<file path="src/rtl/pipe_pkg.sv">
// pipe_pkg: shared definitions for the elastic pipeline stage.
//   - State encoding of the skid-buffered stage (EMPTY/ONE/TWO).
//   - Default EX/MEM control and data bundle widths, field offsets and
//     packing helpers so the stage can replace the fixed EX/MEM latch.
package pipe_pkg;

    // Stage state encoding; the value doubles as the occupancy count.
    localparam logic [1:0] ST_EMPTY = 2'd0;
    localparam logic [1:0] ST_ONE   = 2'd1;
    localparam logic [1:0] ST_TWO   = 2'd2;

    typedef enum logic [1:0] {
        StEmpty = ST_EMPTY,
        StOne   = ST_ONE,
        StTwo   = ST_TWO
    } pipe_state_e;

    // Default EX/MEM control bundle, MSB first: MemWrite .. RegWrite.
    localparam int unsigned EXMEM_CTRL_W  = 5;
    localparam int unsigned CTRL_REGWRITE = 0;
    localparam int unsigned CTRL_MEMTOREG = 1;
    localparam int unsigned CTRL_BRANCH   = 2;
    localparam int unsigned CTRL_MEMREAD  = 3;
    localparam int unsigned CTRL_MEMWRITE = 4;

    typedef struct packed {
        logic mem_write;
        logic mem_read;
        logic branch;
        logic mem_to_reg;
        logic reg_write;
    } exmem_ctrl_t;

    // Default EX/MEM data bundle layout (LSB offsets).
    localparam int unsigned EXMEM_DATA_W = 106;
    localparam int unsigned RD_LSB       = 0;    // dest reg, 5 bits
    localparam int unsigned STORE_LSB    = 5;    // store data, 32 bits
    localparam int unsigned ALU_LSB      = 37;   // ALU result, 32 bits
    localparam int unsigned ZERO_LSB     = 69;   // ALU zero flag, 1 bit
    localparam int unsigned TARGET_LSB   = 70;   // branch target, 32 bits
    localparam int unsigned PAD_LSB      = 102;  // 4 pad bits, always zero

    function automatic logic [EXMEM_CTRL_W-1:0] pack_exmem_ctrl(input exmem_ctrl_t c);
        return c;
    endfunction

    function automatic logic [EXMEM_DATA_W-1:0] pack_exmem_data(
        input logic [31:0] target,
        input logic        zero,
        input logic [31:0] alu,
        input logic [31:0] store,
        input logic [4:0]  rd
    );
        return {4'b0000, target, zero, alu, store, rd};
    endfunction

endpackage

</file>
<file path="src/rtl/pipe_perf_cnt.sv">
// pipe_perf_cnt: saturating event counter.
//   clk_i   : rising-edge clock
//   rst_i   : asynchronous active-high reset, clears the count
//   inc_i   : count one event this cycle
//   count_o : current count, sticks at all-ones
module pipe_perf_cnt #(
    parameter int unsigned Width = 32
) (
    input  logic             clk_i,
    input  logic             rst_i,
    input  logic             inc_i,
    output logic [Width-1:0] count_o
);

    logic [Width-1:0] count_q, count_d;

    always_comb begin
        count_d = count_q;
        if (inc_i && (count_q != {Width{1'b1}})) begin
            count_d = count_q + {{(Width-1){1'b0}}, 1'b1};
        end
    end

    always_ff @(posedge clk_i or posedge rst_i) begin
        if (rst_i) begin
            count_q <= '0;
        end else begin
            count_q <= count_d;
        end
    end

    assign count_o = count_q;

endmodule

</file>
<file path="src/rtl/pipe_stage_skid.sv">
// pipe_stage_skid: elastic pipeline-stage register with a 2-entry skid buffer.
// Carries a control and a data bundle under valid/ready; in_ready is a flop.
// Bubbles always present zero control so write enables never fire downstream.
//   Clk, Reset (async, active-high), Flush (sync squash of held entries)
//   in_valid/in_ready/in_ctrl/in_data    : upstream side
//   out_valid/out_ready/out_ctrl/out_data: downstream side
//   occupancy                            : entries held (0..2)
// Optional: define PIPE_STAGE_PERF_CNT_EN to add stall_cnt/bubble_cnt.
module pipe_stage_skid #(
    parameter int unsigned CTRL_W              = pipe_pkg::EXMEM_CTRL_W,
    parameter int unsigned DATA_W              = pipe_pkg::EXMEM_DATA_W,
    parameter bit          HOLD_DATA_ON_BUBBLE = 1'b1
) (
    input  logic              Clk,
    input  logic              Reset,
    input  logic              Flush,
    input  logic              in_valid,
    output logic              in_ready,
    input  logic [CTRL_W-1:0] in_ctrl,
    input  logic [DATA_W-1:0] in_data,
    output logic              out_valid,
    input  logic              out_ready,
    output logic [CTRL_W-1:0] out_ctrl,
    output logic [DATA_W-1:0] out_data,
    output logic [1:0]        occupancy
`ifdef PIPE_STAGE_PERF_CNT_EN
    ,
    output logic [31:0]       stall_cnt,
    output logic [31:0]       bubble_cnt
`endif
);

    import pipe_pkg::*;

    pipe_state_e       state_q, state_d;
    logic [CTRL_W-1:0] main_ctrl_q, main_ctrl_d;
    logic [DATA_W-1:0] main_data_q, main_data_d;
    logic [CTRL_W-1:0] skid_ctrl_q, skid_ctrl_d;
    logic [DATA_W-1:0] skid_data_q, skid_data_d;
    logic              in_ready_q;

    logic accept;
    logic drain;

    assign out_valid = (state_q != StEmpty);
    assign in_ready  = in_ready_q;
    assign occupancy = state_q;
    assign accept    = in_valid & in_ready_q;
    assign drain     = out_valid & out_ready;

    always_comb begin
        state_d     = state_q;
        main_ctrl_d = main_ctrl_q;
        main_data_d = main_data_q;
        skid_ctrl_d = skid_ctrl_q;
        skid_data_d = skid_data_q;

        unique case (state_q)
            StEmpty: begin
                if (accept) begin
                    state_d     = StOne;
                    main_ctrl_d = in_ctrl;
                    main_data_d = in_data;
                end
            end
            StOne: begin
                if (accept && drain) begin
                    main_ctrl_d = in_ctrl;
                    main_data_d = in_data;
                end else if (accept) begin
                    // Downstream stalled: park the new entry behind main.
                    state_d     = StTwo;
                    skid_ctrl_d = in_ctrl;
                    skid_data_d = in_data;
                end else if (drain) begin
                    state_d = StEmpty;
                end
            end
            StTwo: begin
                // in_ready is low here, so only a drain can happen.
                if (drain) begin
                    state_d     = StOne;
                    main_ctrl_d = skid_ctrl_q;
                    main_data_d = skid_data_q;
                end
            end
            default: begin
                state_d = StEmpty;
            end
        endcase

        // Squash wins over everything; register contents are left as they
        // were so a discarded accept never shows up on a held out_data.
        if (Flush) begin
            state_d     = StEmpty;
            main_ctrl_d = main_ctrl_q;
            main_data_d = main_data_q;
            skid_ctrl_d = skid_ctrl_q;
            skid_data_d = skid_data_q;
        end
    end

    always_ff @(posedge Clk or posedge Reset) begin
        if (Reset) begin
            state_q     <= StEmpty;
            main_ctrl_q <= '0;
            main_data_q <= '0;
            skid_ctrl_q <= '0;
            skid_data_q <= '0;
            in_ready_q  <= 1'b1;
        end else begin
            state_q     <= state_d;
            main_ctrl_q <= main_ctrl_d;
            main_data_q <= main_data_d;
            skid_ctrl_q <= skid_ctrl_d;
            skid_data_q <= skid_data_d;
            in_ready_q  <= (state_d != StTwo);
        end
    end

    always_comb begin
        out_ctrl = '0;
        out_data = '0;
        if (out_valid) begin
            out_ctrl = main_ctrl_q;
        end
        if (HOLD_DATA_ON_BUBBLE || out_valid) begin
            out_data = main_data_q;
        end
    end

`ifdef PIPE_STAGE_PERF_CNT_EN
    logic stall_evt;
    logic bubble_evt;

    assign stall_evt  = out_valid & ~out_ready;
    assign bubble_evt = ~out_valid;

    pipe_perf_cnt #(
        .Width(32)
    ) u_stall_cnt (
        .clk_i  (Clk),
        .rst_i  (Reset),
        .inc_i  (stall_evt),
        .count_o(stall_cnt)
    );

    pipe_perf_cnt #(
        .Width(32)
    ) u_bubble_cnt (
        .clk_i  (Clk),
        .rst_i  (Reset),
        .inc_i  (bubble_evt),
        .count_o(bubble_cnt)
    );
`endif

endmodule

</file>
<file path="config.mk">
export PLATFORM = sky130hd
export DESIGN_NAME = pipe_stage_skid
export DESIGN_NICKNAME = d
export VERILOG_FILES = /design/src/rtl/pipe_pkg.sv /design/src/rtl/pipe_perf_cnt.sv /design/src/rtl/pipe_stage_skid.sv
export SDC_FILE = /design/constraint.sdc
export NUM_CORES = 1
export LEC_CHECK = 0
export CAP_MARGIN = 20
export CORE_MARGIN = 4
export CORE_UTILIZATION = 53
export DETAILED_ROUTE_END_ITERATION = 6
export PLACE_DENSITY_LB_ADDON = 0.12
export SLEW_MARGIN = 0
export SYNTH_ARGS = -nofsm -noshare
export SYNTH_HDL_FRONTEND = slang
export SYNTH_SLANG_ARGS = --single-unit
</file>
<file path="constraint.sdc">
create_clock -name Clk -period 11.7 [get_ports Clk]
set_input_delay 2.34 -clock Clk [delete_from_list [all_inputs] [get_ports Clk]]
set_output_delay 2.34 -clock Clk [all_outputs]
set_load 0.05 [all_outputs]
</file>
; Word level (Yosys, flattened, before mapping)
; Cells that the tools add are included.
[word_totals]
regBits = 225
out_inout_bits = 115
word_cells = 38
[classes]
eq_ne = 6
n_mux = 16
n_bitwise = 4
reduce_logical = 6
[ops]
columns = op, count
row1 = two-way mux 106 bit, 3
row2 = case mux 106 bit (3 select lines), 1
row3 = two-way mux 5 bit, 4
row4 = case mux 5 bit (3 select lines), 1
row5 = two-way mux 2 bit, 6
row6 = "!= test 2 bit, second input constant", 4
row7 = case mux 2 bit (3 select lines), 1
row8 = AND reduction 5 bit, 1
row9 = AND reduction 4 bit, 1
row10 = nonzero test 3 bit, 1
row11 = AND 1 bit, 2
row12 = "equality test 2 x 1 -> 1 bit, second input constant", 1
row13 = "equality test 2 bit, second input constant", 1
row14 = logical NOT 2 bit, 1
row15 = NOT 1 bit, 2
row16 = nonzero test 2 bit, 1
row17 = logical AND 1 bit, 1

; Longest topological paths before layout
; Gate-level depths: netlist (run 1).
[logic_depth]
word_depth = 8
mapped_depth = 7
depth_no_buf = 4

; Worst setup path before layout (run 1)
; OpenSTA, ideal clock, no wires.
[synth_timing]
path_type = flip-flop to output port
from = register state_q[1], in the netlist occupancy[1]
to = output out_ctrl[0]
t_arrival_ns = 1.641
required_ns = 9.360
path_slack_ns = 7.719
path_stages_with_launch = 3
n_path_buf = 0
path_cell_list = dfrtp_1 > nor2_1 > nor2b_1
[synth_via]
elab_chain_len = 2
[synth_lines]
columns = element, line_no
row1 = "start, declared", pipe_stage_skid.sv:35  ; pipe_state_e state_q, state_d;
row2 = "start signal, assigned", pipe_stage_skid.sv:105  ; state_q <= StEmpty;
row3 = "start signal, assigned", pipe_stage_skid.sv:112  ; state_q <= state_d;
row4 = nonzero test 2 bit, pipe_stage_skid.sv:45  ; assign out_valid = (state_q != StEmpty);
row5 = two-way mux 5 bit, pipe_stage_skid.sv:124  ; if (out_valid) begin
row6 = "end, declared", pipe_stage_skid.sv:23  ; output logic [CTRL_W-1:0] out_ctrl,
; No other way between the ends.

; Worst setup path in the final report (run 1)
[layout_timing]
from = register state_q[0], in the netlist occupancy[0]
to = output out_ctrl[0]
; Same word-level chain as after synthesis.

==> results_dict.tcl, run 1 <==
set metrics [dict create \
    status "completed" \
    vias_per_cell 5.28 \
    worst_clock_skew_ns 0.00970 \
    n_antenna_cell 0 \
    maxSlewHeadroom 0.256 \
    maxSlewViolCount 0 \
    max_freq_ghz 0.215 \
    wirelength_um 21500 \
    initial_core_util 0.544 \
    grt_pass1_wl_um 34800 \
    grt_overflow 0 \
    placed_area_sq_mm 0.0118 \
    crit_type "reg2out" \
    grt_max_degree 141 \
    final_common_cell "clkdlybuf4s50_1" \
    cts_buffers 24 \
    postLayoutCellArea_sq_mm 0.0128 \
    tightest_slew_ns 1.11 \
    grt_usage 0.213 \
    finalCriticalPeriod_ns 4.64 \
    h-tree-depth 1 \
    yosys_warnings 0 \
    final_cell_mix "clkdlybuf4s50_1, dfrtp_1, nand2_1, mux2_2, mux2i_1" \
    cts_hold_buf 0 \
    period_share 0.397 \
    clk_pin_slew_worst_paths_ns 0.06 \
    maxCapViolCount 0 \
    clk_path_buf_depth 3 \
    area_delta_synth_final_pct 35.4 \
    synth-seq-area-share 0.596 \
    fin_nets 1075 \
    vias 6349 \
    synthCells 743 \
    cts_sinks 225 \
    setup_tns_ns 0 \
    rsz0062_at_grt "false" \
    cp_max_fo 8 \
    post_cts_resized 0 \
    io_pins 231 \
    fin_total_pwr_w 0.00266 \
    core_area_sq_mm 0.0174 \
    die_width_um 142 \
    synth.cell_area_sq_mm 0.00945 \
    ir_worst_vdd_uv 134 \
    postCtsSetupRepairBufs 0 \
    drive_gt1_frac 0.172 \
    die-height_um 142 \
    port_buffers 230 \
    cts_tree "yes" \
    start_kind "flip-flop" \
    place_congestion 0.772 \
    grt_antenna_before_repair 0 \
    required_ns 9.36 \
    synth_nets 859 \
    powerDensity_mw_per_mm2 208 \
    routedWlPerCell_um 17.9 \
    drt_pass1_iterations 4 \
    final_core_util 0.737 \
    dieArea_sq_mm 0.0200 \
    ys_ff_latch 225 \
    crit_arrival_ns 2.30 \
    leakagePower_nw 5.65 \
    whs_ns 0.476 \
    final-hold-violation-count 0 \
    drt_iter0_markers 291 \
    hpwlAfterDp_um 14300 \
    ant_nets 0 \
    drcViolationCount 0 \
    synth_cell_types 25 \
    synth_area_per_cell_sq_um 12.7 \
    end_kind "output pin" \
    first_global_vias 6888 \
    cts_root_buffer "clkbuf_16" \
    rows 48 \
    clk_latency_ns 0.50 \
    hp-class "reg2reg" \
    setup_viol 0 \
    r2r_slack_ns 8.73 \
]
[registers in the layout (all words and copies together) (netlist names)]
signal,flops
skid_ctrl_q,5
in_ready,1
occupancy,2
out_data,106
main_ctrl_q,5
skid_data_q,106
[area by class of cell]
class                      count  area [sq um]
inverter                       3          18.8
sequential                   225          5630
multi-input combinational    467          3510
clock inverter                13           243
tap                          225           282
timing repair buffer         238          2410
clock buffer                  31           698
fill                        1175          4560
[synth_stat cells]
cell type	number	area [sq um]
inv_1	3	11.3
nand2b_1	2	12.5
nand3_1	1	5.00
a211o_1	1	8.76
a21oi_1	1	5.00
dfstp_2	1	26.3
clkbuf_1	8	30.0
nor2_1	4	15.0
and4bb_1	1	12.5
and3b_1	1	8.76
clkbuf_2	2	10.0
nand2_1	113	424
o21ai_1	32	160
o22a_1	1	8.76
buf_6	9	101
a31oi_4	1	21.3
mux2i_1	111	1110
dfrtp_1	224	5610
buf_2	17	85.1
mux2_2	111	1250
o21ai_0	79	395
nor2b_1	6	37.5
buf_4	12	90.1
o21a_1	1	7.51
and2_1	1	6.26
[through the flow]
stage | cells | setup WS, ns
after CTS | 1199 | 6.77
final | 1202 | 7.06
after global routing | 1202 | 6.91
after floorplan | 743 | 3.20
after global placement | 1155 | 6.38
after detailed placement | 1155 | 6.24
[worst paths after layout]
check,startpoint,endpoint,cells after the start
hold reg to reg,main_ctrl_q[3]$_DFFE_PP0P_,main_ctrl_q[3]$_DFFE_PP0P_,2
setup reg to reg,occupancy[1]$_DFF_PP0_,out_data[19]$_DFFE_PP0P_,4
setup / recovery,occupancy[0]$_DFF_PP0_,out_ctrl[0],3
min in group asynchronous,Reset,skid_data_q[56]$_DFFE_PP0P_,2
max in group asynchronous,Reset,skid_data_q[46]$_DFFE_PP0P_,4
hold / removal,main_ctrl_q[3]$_DFFE_PP0P_,main_ctrl_q[3]$_DFFE_PP0P_,2
[routing by layer]
metal / track usage / wire length [um] / vias up
met2: 0.358 / 10500 / 185
met4: 0.0601 / 501 / 0
met1: 0.276 / 8940 / 3119
met3: 0.0556 / 1610 / 35
met5: 0 / 0 / -
li1: - / - / 3010
[worst max-delay path, stage by stage (launching register included)]
cell and delay (ns):
dfrtp_1 0.49, nor2_1 0.45, nor2b_1 0.09, clkdlybuf4s50_1 0.76
[power breakdown]
part | leakage (nW) | switching [W] | internal [W]
Sequential | 2.78 | 0.000105 | 0.000969
Clock | 0.464 | 0.000305 | 0.000574
Combinational | 2.41 | 0.000418 | 0.000287
[cell families (layout without fill, tap and decap cells)]
kind of cell	after synthesis	in the layout	share of synthesized area
flip-flops	225	225	0.596
multiplexers	222	222	0.250
AND/OR/NAND/NOR	129	129	0.0552
AO/OA/AOI/OAI	116	116	0.0642
buffers and inverters	51	285	0.0347
Note: power is estimated with default switching activity, not from simulation.
==> run 2, diff against run 1 <==
--- a/config.mk
+++ b/config.mk
@@ -7,7 +7,7 @@
 export LEC_CHECK = 0
 export CAP_MARGIN = 20
 export CORE_MARGIN = 4
-export CORE_UTILIZATION = 53
+export CORE_UTILIZATION = 50
 export DETAILED_ROUTE_END_ITERATION = 6
 export PLACE_DENSITY_LB_ADDON = 0.12
 export SLEW_MARGIN = 0
==> constraint.sdc (replaced) <==
create_clock -name Clk -period 4.8 [get_ports Clk]
set_input_delay 0.96 -clock Clk [delete_from_list [all_inputs] [get_ports Clk]]
set_output_delay 0.96 -clock Clk [all_outputs]
set_load 0.05 [all_outputs]
==> run 2 against run 1 <==
  * Final cell count rose by 0.83%
  * Sequential share of layout area rose by 0.63 points
  * Critical path depth did not move
  * Critical endpoint is now out_ctrl[2]
  * Die area rose by 5.7%
  * Register-to-register slack got worse by 6.2 ns
  * Via count rose by 0.71%
  * Clock-buffer cell count rose by 5
  * Largest power group unchanged
==> results_dict.tcl, run 2 (synthesized netlist as in run 1, its figures left out) <==
set metrics [dict create \
    cts_sinks 225 \
    drt_pass1_iterations 4 \
    switching_share 0.326 \
    grt_pass1_wl_um 34700 \
    fin_nets 1077 \
    drcViolationCount 0 \
    tightest_slew_ns 0.983 \
    core_area_sq_mm 0.0186 \
    io_pins 231 \
    r2r_slack_ns 2.58 \
    cp_max_fo 9 \
    initial_core_util 0.507 \
    port_buffers 230 \
    final-hold-violation-count 0 \
    maxSlewHeadroom 0.345 \
    setup_tns_ns 0 \
    grt_overflow 0 \
    fin_total_pwr_w 0.00607 \
    clockPowerShare 0.286 \
    rows 50 \
    maxCapViolCount 0 \
    wirelength_um 21300 \
    whs_ns 0.473 \
    startpoint "occupancy[1]$_DFF_PP0_" \
    powerDensity_mw_per_mm2 481 \
    start_kind "flip-flop" \
    hpwlAfterDp_um 14400 \
    post_cts_resized 0 \
    clk_latency_ns 0.50 \
    area_delta_synth_final_pct 33.5 \
    h-tree-depth 1 \
    ant_nets 0 \
    routedWlPerCell_um 17.5 \
    final_common_cell "clkdlybuf4s50_1" \
    period_share 0.678 \
    timing.rr.end "skid_data_q[56]$_DFFE_PP0P_" \
    cts_root_buffer "clkbuf_16" \
    dieArea_sq_mm 0.0212 \
    hp-class "reg2reg" \
    vias 6394 \
    cts_buffers 24 \
    drt_iter0_markers 325 \
    max_freq_ghz 0.307 \
    seqCellArea_sq_mm 0.00563 \
    end_kind "output pin" \
    endpoint "out_ctrl[2]" \
    hold_depth 2 \
    p_int_w 0.00409 \
    worst_clock_skew_ns 0.0128 \
    grt_antenna_before_repair 0 \
    reg2reg_from "occupancy[0]$_DFF_PP0_" \
    first_global_vias 6744 \
    n_antenna_cell 0 \
    die_width_um 145 \
    rsz0062_at_grt "false" \
    clk_pin_slew_worst_paths_ns 0.06 \
    status "completed" \
    multi_input_area_sq_mm 0.00351 \
    postCtsSetupRepairBufs 0 \
    maxSlewViolCount 0 \
    switching_power_w 0.00198 \
    final_cell_mix "clkdlybuf4s50_1, dfrtp_1, nand2_1, mux2_2, mux2i_1" \
    cts_hold_buf 0 \
    vias_per_cell 5.28 \
    ff2ff_path_depth 5 \
    nFillCells 1374 \
    leakagePower_nw 5.56 \
    setup_viol 0 \
    required_ns 3.84 \
    finalCriticalPeriod_ns 3.26 \
    place_congestion 0.799 \
    cts_tree "yes" \
    die-height_um 145 \
    grt_usage 0.197 \
    ir_worst_vdd_uv 287 \
    crit_type "reg2out" \
    clk_path_buf_depth 3 \
    p_comb_frac 0.282 \
    drive_gt1_frac 0.168 \
    crit_arrival_ns 2.30 \
    grt_max_degree 173 \
    sequentialPowerShare 0.432 \
]
[run 2: cell types whose count changed in the layout (fill, tap and decap cells not counted)]
cell       delta
bufinv_16     -7
buf_16        -2
buf_12        +2
clkinv_2      +2
inv_8         -1
buf_4         +2
clkbuf_1      +5
[run 2: worst min path at each step]
stage	from	to	slack (ns)
4_1_cts	main_ctrl_q[2]$_DFFE_PP0P_	main_ctrl_q[2]$_DFFE_PP0P_	0.48
3_3_place_gp	main_ctrl_q[3]$_DFFE_PP0P_	main_ctrl_q[3]$_DFFE_PP0P_	0.46
2_1_floorplan	main_ctrl_q[4]$_DFFE_PP0P_	main_ctrl_q[4]$_DFFE_PP0P_	0.44
5_1_grt	main_ctrl_q[3]$_DFFE_PP0P_	main_ctrl_q[3]$_DFFE_PP0P_	0.50
3_5_place_dp	main_ctrl_q[2]$_DFFE_PP0P_	main_ctrl_q[2]$_DFFE_PP0P_	0.47
6_report	out_data[49]$_DFFE_PP0P_	out_data[49]$_DFFE_PP0P_	0.47
[run 2: area by class of cell]
| type | instances | share of cell area |
|---|---|---|
| timing repair buffer | 240 | 0.191 |
| tap | 234 | 0.0232 |
| clock buffer | 36 | 0.0568 |
| clock inverter | 7 | 0.00278 |
| sequential | 225 | 0.446 |
| multi-input combinational | 467 | 0.278 |
| inverter | 3 | 0.00119 |
[run 2: per-layer routing]
layer,share of wire,GRT usage,up-vias
li1,-,-,3006
met5,0,0,-
met2,0.50,0.333,200
met3,0.063,0.0473,32
met1,0.42,0.260,3156
met4,0.018,0.0494,0
[run 2: metrics by stage]
step / instances / instance area (sq um) / worst slack, ns / util
floorplan: 743 / 9450 / 0.903 / -
global placement: 1169 / 11900 / 1.59 / 0.636
detailed placement: 1169 / 11900 / 1.55 / 0.636
CTS: 1212 / 12600 / 1.54 / 0.677
global route: 1212 / 12600 / 1.43 / 0.677
finish: 1212 / 12600 / 1.54 / 0.677
[run 2: worst max-delay path, stage by stage, from the launching register on]
cell and delay [ns]:
dfrtp_1 0.48, nor2_1 0.46, nor2b_1 0.09, clkdlybuf4s50_1 0.77
[run 2: power groups by stage]
stage               clock, W  sequential, W  combinational, W
floorplan                  0        0.00319          0.000538
global placement           0        0.00262           0.00168
detailed placement         0        0.00265           0.00173
CTS                  0.00178        0.00262           0.00173
global route         0.00186        0.00267           0.00183
finish               0.00174        0.00262           0.00171
